==> src/rtl/fetch_stage_pkg.sv <==
// Shared core constants: opcodes, NOP encoding, memory-map regions and fetch types.
// Imported by the fetch stage and its interface.
package fetch_stage_pkg;

    localparam logic [6:0] OPC_LUI    = 7'b0110111;
    localparam logic [6:0] OPC_AUIPC  = 7'b0010111;
    localparam logic [6:0] OPC_JAL    = 7'b1101111;
    localparam logic [6:0] OPC_JALR   = 7'b1100111;
    localparam logic [6:0] OPC_BRANCH = 7'b1100011;
    localparam logic [6:0] OPC_LOAD   = 7'b0000011;
    localparam logic [6:0] OPC_STORE  = 7'b0100011;
    localparam logic [6:0] OPC_OP_IMM = 7'b0010011;
    localparam logic [6:0] OPC_OP     = 7'b0110011;

    // addi x0, x0, 0
    localparam logic [31:0] NOP_INSTR = 32'h0000_0013;

    localparam logic [3:0]  REGION_BIOS      = 4'h4;
    localparam logic [3:0]  REGION_IMEM      = 4'h1;
    localparam logic [31:0] DEFAULT_RESET_PC = 32'h4000_0000;

    typedef enum logic [1:0] {
        SRC_NONE = 2'd0,
        SRC_BIOS = 2'd1,
        SRC_IMEM = 2'd2
    } src_e;

    typedef enum logic {
        ST_WARM = 1'b0,
        ST_RUN  = 1'b1
    } state_e;

    function automatic src_e region_of(input logic [3:0] nibble);
        case (nibble)
            REGION_BIOS: return SRC_BIOS;
            REGION_IMEM: return SRC_IMEM;
            default:     return SRC_NONE;
        endcase
    endfunction

endpackage

==> src/rtl/fetch_stage_if.sv <==
// Fetch stage bus bundle: control inputs, BIOS/IMEM read ports and decode-facing outputs.
// master is the fetch stage itself; slave is the surrounding core and memories.
interface fetch_stage_if;

    logic        stall;
    logic        redirect_valid;
    logic [31:0] redirect_pc;
    logic [11:0] bios_addr;
    logic [31:0] bios_rdata;
    logic [13:0] imem_addr;
    logic [31:0] imem_rdata;
    logic [31:0] instr;
    logic [31:0] instr_pc;
    logic        instr_valid;
    logic        misalign_err;

    modport master (
        input  stall, redirect_valid, redirect_pc, bios_rdata, imem_rdata,
        output bios_addr, imem_addr, instr, instr_pc, instr_valid, misalign_err
    );

    modport slave (
        output stall, redirect_valid, redirect_pc, bios_rdata, imem_rdata,
        input  bios_addr, imem_addr, instr, instr_pc, instr_valid, misalign_err
    );

endinterface

==> src/rtl/fetch_stage.sv <==
// Instruction fetch: picks the next PC, addresses the synchronous-read BIOS/IMEM,
// and presents the instruction whose data returns this cycle to decode.
module fetch_stage
    import fetch_stage_pkg::*;
#(
    parameter logic [31:0] RESET_PC = DEFAULT_RESET_PC
) (
    input logic           clk,
    input logic           rst_n,
    fetch_stage_if.master fif
);

    state_e      state;
    src_e        src_q;
    logic [31:0] fetch_pc;
    logic [31:0] next_pc;
    logic        misalign_q;
    logic        redirect;

    // Redirects are ignored while reset is held so the memories keep reading RESET_PC.
    assign redirect = fif.redirect_valid & rst_n;

    always_comb begin
        next_pc = fetch_pc + 32'd4;
        if (redirect) begin
            next_pc = {fif.redirect_pc[31:2], 2'b00};
        end else if (state == ST_WARM || fif.stall) begin
            next_pc = fetch_pc;
        end
    end

    assign fif.bios_addr = next_pc[13:2];
    assign fif.imem_addr = next_pc[15:2];

    always_ff @(posedge clk or negedge rst_n) begin
        if (!rst_n) begin
            fetch_pc   <= RESET_PC;
            src_q      <= SRC_BIOS;
            state      <= ST_WARM;
            misalign_q <= 1'b0;
        end else begin
            fetch_pc <= next_pc;
            src_q    <= region_of(next_pc[31:28]);
            state    <= ST_RUN;
            if (fif.redirect_valid && fif.redirect_pc[1:0] != 2'b00) begin
                misalign_q <= 1'b1;
            end
        end
    end

    // A redirect means the data arriving now is from the wrong path.
    always_comb begin
        fif.instr_valid = (state == ST_RUN) && !fif.redirect_valid && (src_q != SRC_NONE);
        fif.instr       = NOP_INSTR;
        if (fif.instr_valid) begin
            case (src_q)
                SRC_BIOS: fif.instr = fif.bios_rdata;
                SRC_IMEM: fif.instr = fif.imem_rdata;
                default:  fif.instr = NOP_INSTR;
            endcase
        end
    end

    assign fif.instr_pc     = fetch_pc;
    assign fif.misalign_err = misalign_q;

endmodule

==> src/flat_wrapper.sv <==
// flat-port wrapper written by rule: the top's interface ports become plain ports
module fetch_stage_flat import fetch_stage_pkg::*;
#(
    parameter logic [31:0] RESET_PC = DEFAULT_RESET_PC
)
  (clk, rst_n, fif_stall, fif_redirect_valid, fif_redirect_pc, fif_bios_rdata, fif_imem_rdata, fif_bios_addr, fif_imem_addr, fif_instr, fif_instr_pc, fif_instr_valid, fif_misalign_err);
  fetch_stage_if fif_i ();
  input logic clk;
  input logic rst_n;
  input wire logic [$bits(fif_i.stall)-1:0] fif_stall;
  input wire logic [$bits(fif_i.redirect_valid)-1:0] fif_redirect_valid;
  input wire logic [$bits(fif_i.redirect_pc)-1:0] fif_redirect_pc;
  input wire logic [$bits(fif_i.bios_rdata)-1:0] fif_bios_rdata;
  input wire logic [$bits(fif_i.imem_rdata)-1:0] fif_imem_rdata;
  output wire logic [$bits(fif_i.bios_addr)-1:0] fif_bios_addr;
  output wire logic [$bits(fif_i.imem_addr)-1:0] fif_imem_addr;
  output wire logic [$bits(fif_i.instr)-1:0] fif_instr;
  output wire logic [$bits(fif_i.instr_pc)-1:0] fif_instr_pc;
  output wire logic [$bits(fif_i.instr_valid)-1:0] fif_instr_valid;
  output wire logic [$bits(fif_i.misalign_err)-1:0] fif_misalign_err;
  assign fif_i.stall = fif_stall;
  assign fif_i.redirect_valid = fif_redirect_valid;
  assign fif_i.redirect_pc = fif_redirect_pc;
  assign fif_i.bios_rdata = fif_bios_rdata;
  assign fif_i.imem_rdata = fif_imem_rdata;
  assign fif_bios_addr = fif_i.bios_addr;
  assign fif_imem_addr = fif_i.imem_addr;
  assign fif_instr = fif_i.instr;
  assign fif_instr_pc = fif_i.instr_pc;
  assign fif_instr_valid = fif_i.instr_valid;
  assign fif_misalign_err = fif_i.misalign_err;
  fetch_stage #(.RESET_PC(RESET_PC)) u_core (.clk(clk), .rst_n(rst_n), .fif(fif_i));
endmodule
==> config.mk <==
export PLATFORM = sky130hd
export DESIGN_NAME = fetch_stage_flat
export DESIGN_NICKNAME = d
export VERILOG_FILES = /design/src/rtl/fetch_stage_pkg.sv /design/src/rtl/fetch_stage_if.sv /design/src/rtl/fetch_stage.sv /design/src/flat_wrapper.sv
export SDC_FILE = /design/constraint.sdc
export NUM_CORES = 1
export LEC_CHECK = 0
export BUFFER_PORTS_ARGS = -buffer_cell sky130_fd_sc_hd__buf_2
export CAP_MARGIN = 20
export CORE_MARGIN = 2
export CORE_UTILIZATION = 25
export CTS_CLUSTER_DIAMETER = 120
export DETAILED_ROUTE_END_ITERATION = 10
export PLACE_DENSITY = 0.53
export SLEW_MARGIN = 20
export SYNTH_ARGS = -nofsm -noshare
export SYNTH_HDL_FRONTEND = slang
export SYNTH_SLANG_ARGS = --single-unit
==> constraint.sdc <==
create_clock -name clk -period 1.7 [get_ports clk]
set_input_delay 0.17 -clock clk [delete_from_list [all_inputs] [get_ports clk]]
set_output_delay 0.17 -clock clk [all_outputs]
set_load 0.005 [all_outputs]
==> impl_metrics.py <==
metrics = {
    "outcome": {
        "status": "finished with violations",
        "violations": "setup timing",
    },
    "timing": {
        "max_freq_mhz": 491.9,
        "worst_slack_ps": -332.9,
        "rsz0062_at_grt": "true",
        "finalSetupViolations": 64,
        "fin_crit_sh_pct": 119.6,
        "period_minus_slack_ps": 2033,
        "hold_viol_final": 0,
        "finalMaxSlewViolations": 0,
        "skew_ps": 5.513,
        "fin_setup_tns_ps": -13500,
    },
    "routing": {
        "vias": 3210,
        "drt-pass1-iter-count": 4,
        "ant_nets": 0,
        "routedWlPerCell_um": 13.53,
        "drt-total-wl_mm": 9.366,
        "viasPerCell": 4.639,
        "drc_errors": 0,
        "drtIter0Drc": 210,
    },
    "cts": {
        "tritoncts": "yes",
        "cts_sinks": 34,
        "insertion_delay_ps": 280,
        "ctsLongestPathBuffers": 2,
        "cts_buffers": 5,
        "cts.reportedPaths.clkPinSlew_ps": 70,
        "htreeDepth": 2,
        "cts_root_buf": "clkbuf_8",
    },
    "placement": {
        "routabilityCongestion": 0.7819,
        "port_buffers": 189,
        "dpl_cell_area_um2": 3887,
        "dp_hpwl_mm": 6.786,
    },
    "critical_path": {
        "startpoint": "u_core.fif.instr_pc[3]",
        "critPathKind": "flip-flop to output pin",
        "regToRegSetupSlack_ps": -230,
        "required_ps": 1530,
        "cp_max_fo": 3,
        "r2r-end": "u_core.src_q[1]",
        "crit_arrival_ps": 1860,
        "r2r_start": "u_core.fif.instr_pc[3]",
        "cp-endpoint": "fif_imem_addr[12]",
        "cp-start-kind": "flip-flop",
        "cp-end-kind": "output pin",
        "r2r.worst_path.cells": 9,
    },
    "floorplanning": {
        "die_h_um": 105.4,
        "core_area_um2": 10140,
        "rows": 37,
        "die_area_um2": 11100,
        "die-width_um": 105.4,
        "start_util_pct": 25.34,
        "num_io_pins": 192,
    },
    "logic_synthesis": {
        "synthDistinctLibCells": 36,
        "yosysSeqAreaShare_pct": 33.22,
        "synth_top_area_share_pct": 31.17,
        "syn_inst": 314,
        "netlist_top_cells_area": "dfrtp_1 (31%), a22oi_1 (8.8%), buf_4 (8.2%)",
        "ys_ff_latch": 34,
        "syn_area_per_cell_um2": 8.181,
        "synth_edf_count": 0,
        "synth_flop_cell": "dfrtp_1",
        "yosysTopAreaCell": "dfrtp_1",
        "yosysWarnings": 0,
        "ys_async_sr_fraction_pct": 100.0,
        "syn_area_um2": 2569,
    },
    "worst_hold_path": {
        "hold_path_class": "input pin to flip-flop",
    },
    "finish": {
        "fin_util_pct": 47.16,
        "multi_input_comb_area_um2": 1884,
        "final_common_cell": "buf_2",
        "drive_gt1_share_pct": 65.47,
        "final-seq-area_um2": 855.8,
        "fillCellCount": 966,
        "layout_common_cells": "buf_2 (188), buf_4 (64), nand2_1 (39), dfrtp_1 (30), a22oi_1 (28)",
        "fin_area_um2": 4781,
        "antennaDiodeCount": 0,
        "nets": 659,
        "area.growth.synth_to_final_pct": 86.12,
    },
    "grt": {
        "first_global_vias": 3204,
        "antenna_found_initial": 0,
        "grt_util_all_layers_pct": 15.93,
        "grt_max_degree": 57,
        "grt_pass1_wl_mm": 14.66,
        "grt_overflow": 0,
    },
    "job": {
        "cap_violations": 0,
    },
    "pwr": {
        "p_leak_nw": 2.292,
        "vdd_drop_max_mv": 0.3555,
        "pwr_density_cell_nw_per_um2": 639.5,
    },
}
[kinds of logic after synthesis]
kind of cell | after synthesis | synth area share [%]
AOI/OAI and AO/OA | 67 | 17.39
xor gates and xnor gates | 28 | 9.547
other | 2 | 0.2924
adders and majority gates | 4 | 1.948
and+or+nand+nor | 130 | 26.06
DFF | 34 | 33.22
muxes | 1 | 0.3897
buffers and inverters | 48 | 11.15
[metal layers]
layer  up-vias  global-route usage (%)  part of all wire, %
met1      1508                   18.11                   38
met4         0                   3.810                  1.1
met5         -                       0                    0
li1       1558                       -                    -
met3         9                   2.907                  6.5
met2       135                   30.41                   54
[power by group]
group | total [mW] | leakage, nW | internal [mW] | switching [mW]
logic | 1.41 | 1.84 | 0.734 | 0.678
clock network | 0.623 | 0.0482 | 0.327 | 0.296
registers | 1.02 | 0.408 | 0.923 | 0.0991
[Yosys cell counts (3+ instances only)]
cell type	instances
a221o_1	3
a22oi_1	30
and2_1	4
buf_4	28
clkbuf_1	15
dfrtp_1	32
ha_1	4
inv_1	4
nand2_1	45
nand3_1	6
nand4_1	15
nor2_1	38
nor3_1	5
o21ai_0	26
xnor2_1	10
xor2_1	18
[state kept, by name, indices dropped and copies added (netlist names)]
name	cells
u_core.fif.instr_pc	30
u_core.src_q	2
u_core.fif.misalign_err	1
u_core.state	1
[through the flow]
| stage | cells | setup WS [ps] | power [mW] | hold slack (ps) |
|---|---|---|---|---|
| 6_report | 692 | -332.9 | 3.057 | 90.92 |
| 2_1_floorplan | 315 | -47.49 | 1.603 | -125.6 |
| 3_5_place_dp | 650 | -82.89 | 2.090 | 295.0 |
| 4_1_cts | 679 | -326.5 | 2.921 | 84.14 |
| 3_3_place_gp | 650 | -76.52 | 2.078 | 298.7 |
| 5_1_grt | 692 | -464.3 | 3.270 | 94.48 |
[worst min path at each step]
stage,end,from,cells past startpoint,slack (ps)
floorplan,u_core.fif.instr_pc[10],rst_n,0,-130
global placement,u_core.fif.instr_pc[25],rst_n,2,300
detailed placement,u_core.fif.instr_pc[25],rst_n,2,290
CTS,u_core.fif.instr_pc[24],fif_redirect_pc[24],3,80
global route,u_core.fif.instr_pc[24],fif_redirect_pc[24],3,90
finish,u_core.fif.instr_pc[24],fif_redirect_pc[24],3,90
[what timing repair did]
action,CTS,global route
gates resized for setup,62,83
pin swaps,35,48
endpoints found under the setup margin,64,79
endpoints found under the hold margin,32,0
hold buffers,1,0
setup buffers,19,16
gates cloned,1,1
[critical path, cell delays in order, from the launching register on]
cell and delay (ps):
dfrtp_1 400, ha_4 200, nand2_8 60, nor4_4 330, nand2_1 120, xor2_1 160
o21ai_1 170, buf_2 140
[cell type report]
class | instances | area share (%)
multi-input cells | 233 | 39.41
repair buffers | 277 | 36.90
flip-flops and latches | 34 | 17.90
well taps | 136 | 3.559
clock buffers | 7 | 1.806
inverters | 4 | 0.3141
clock inverters | 1 | 0.1047
(Power assumes the default switching activity.)
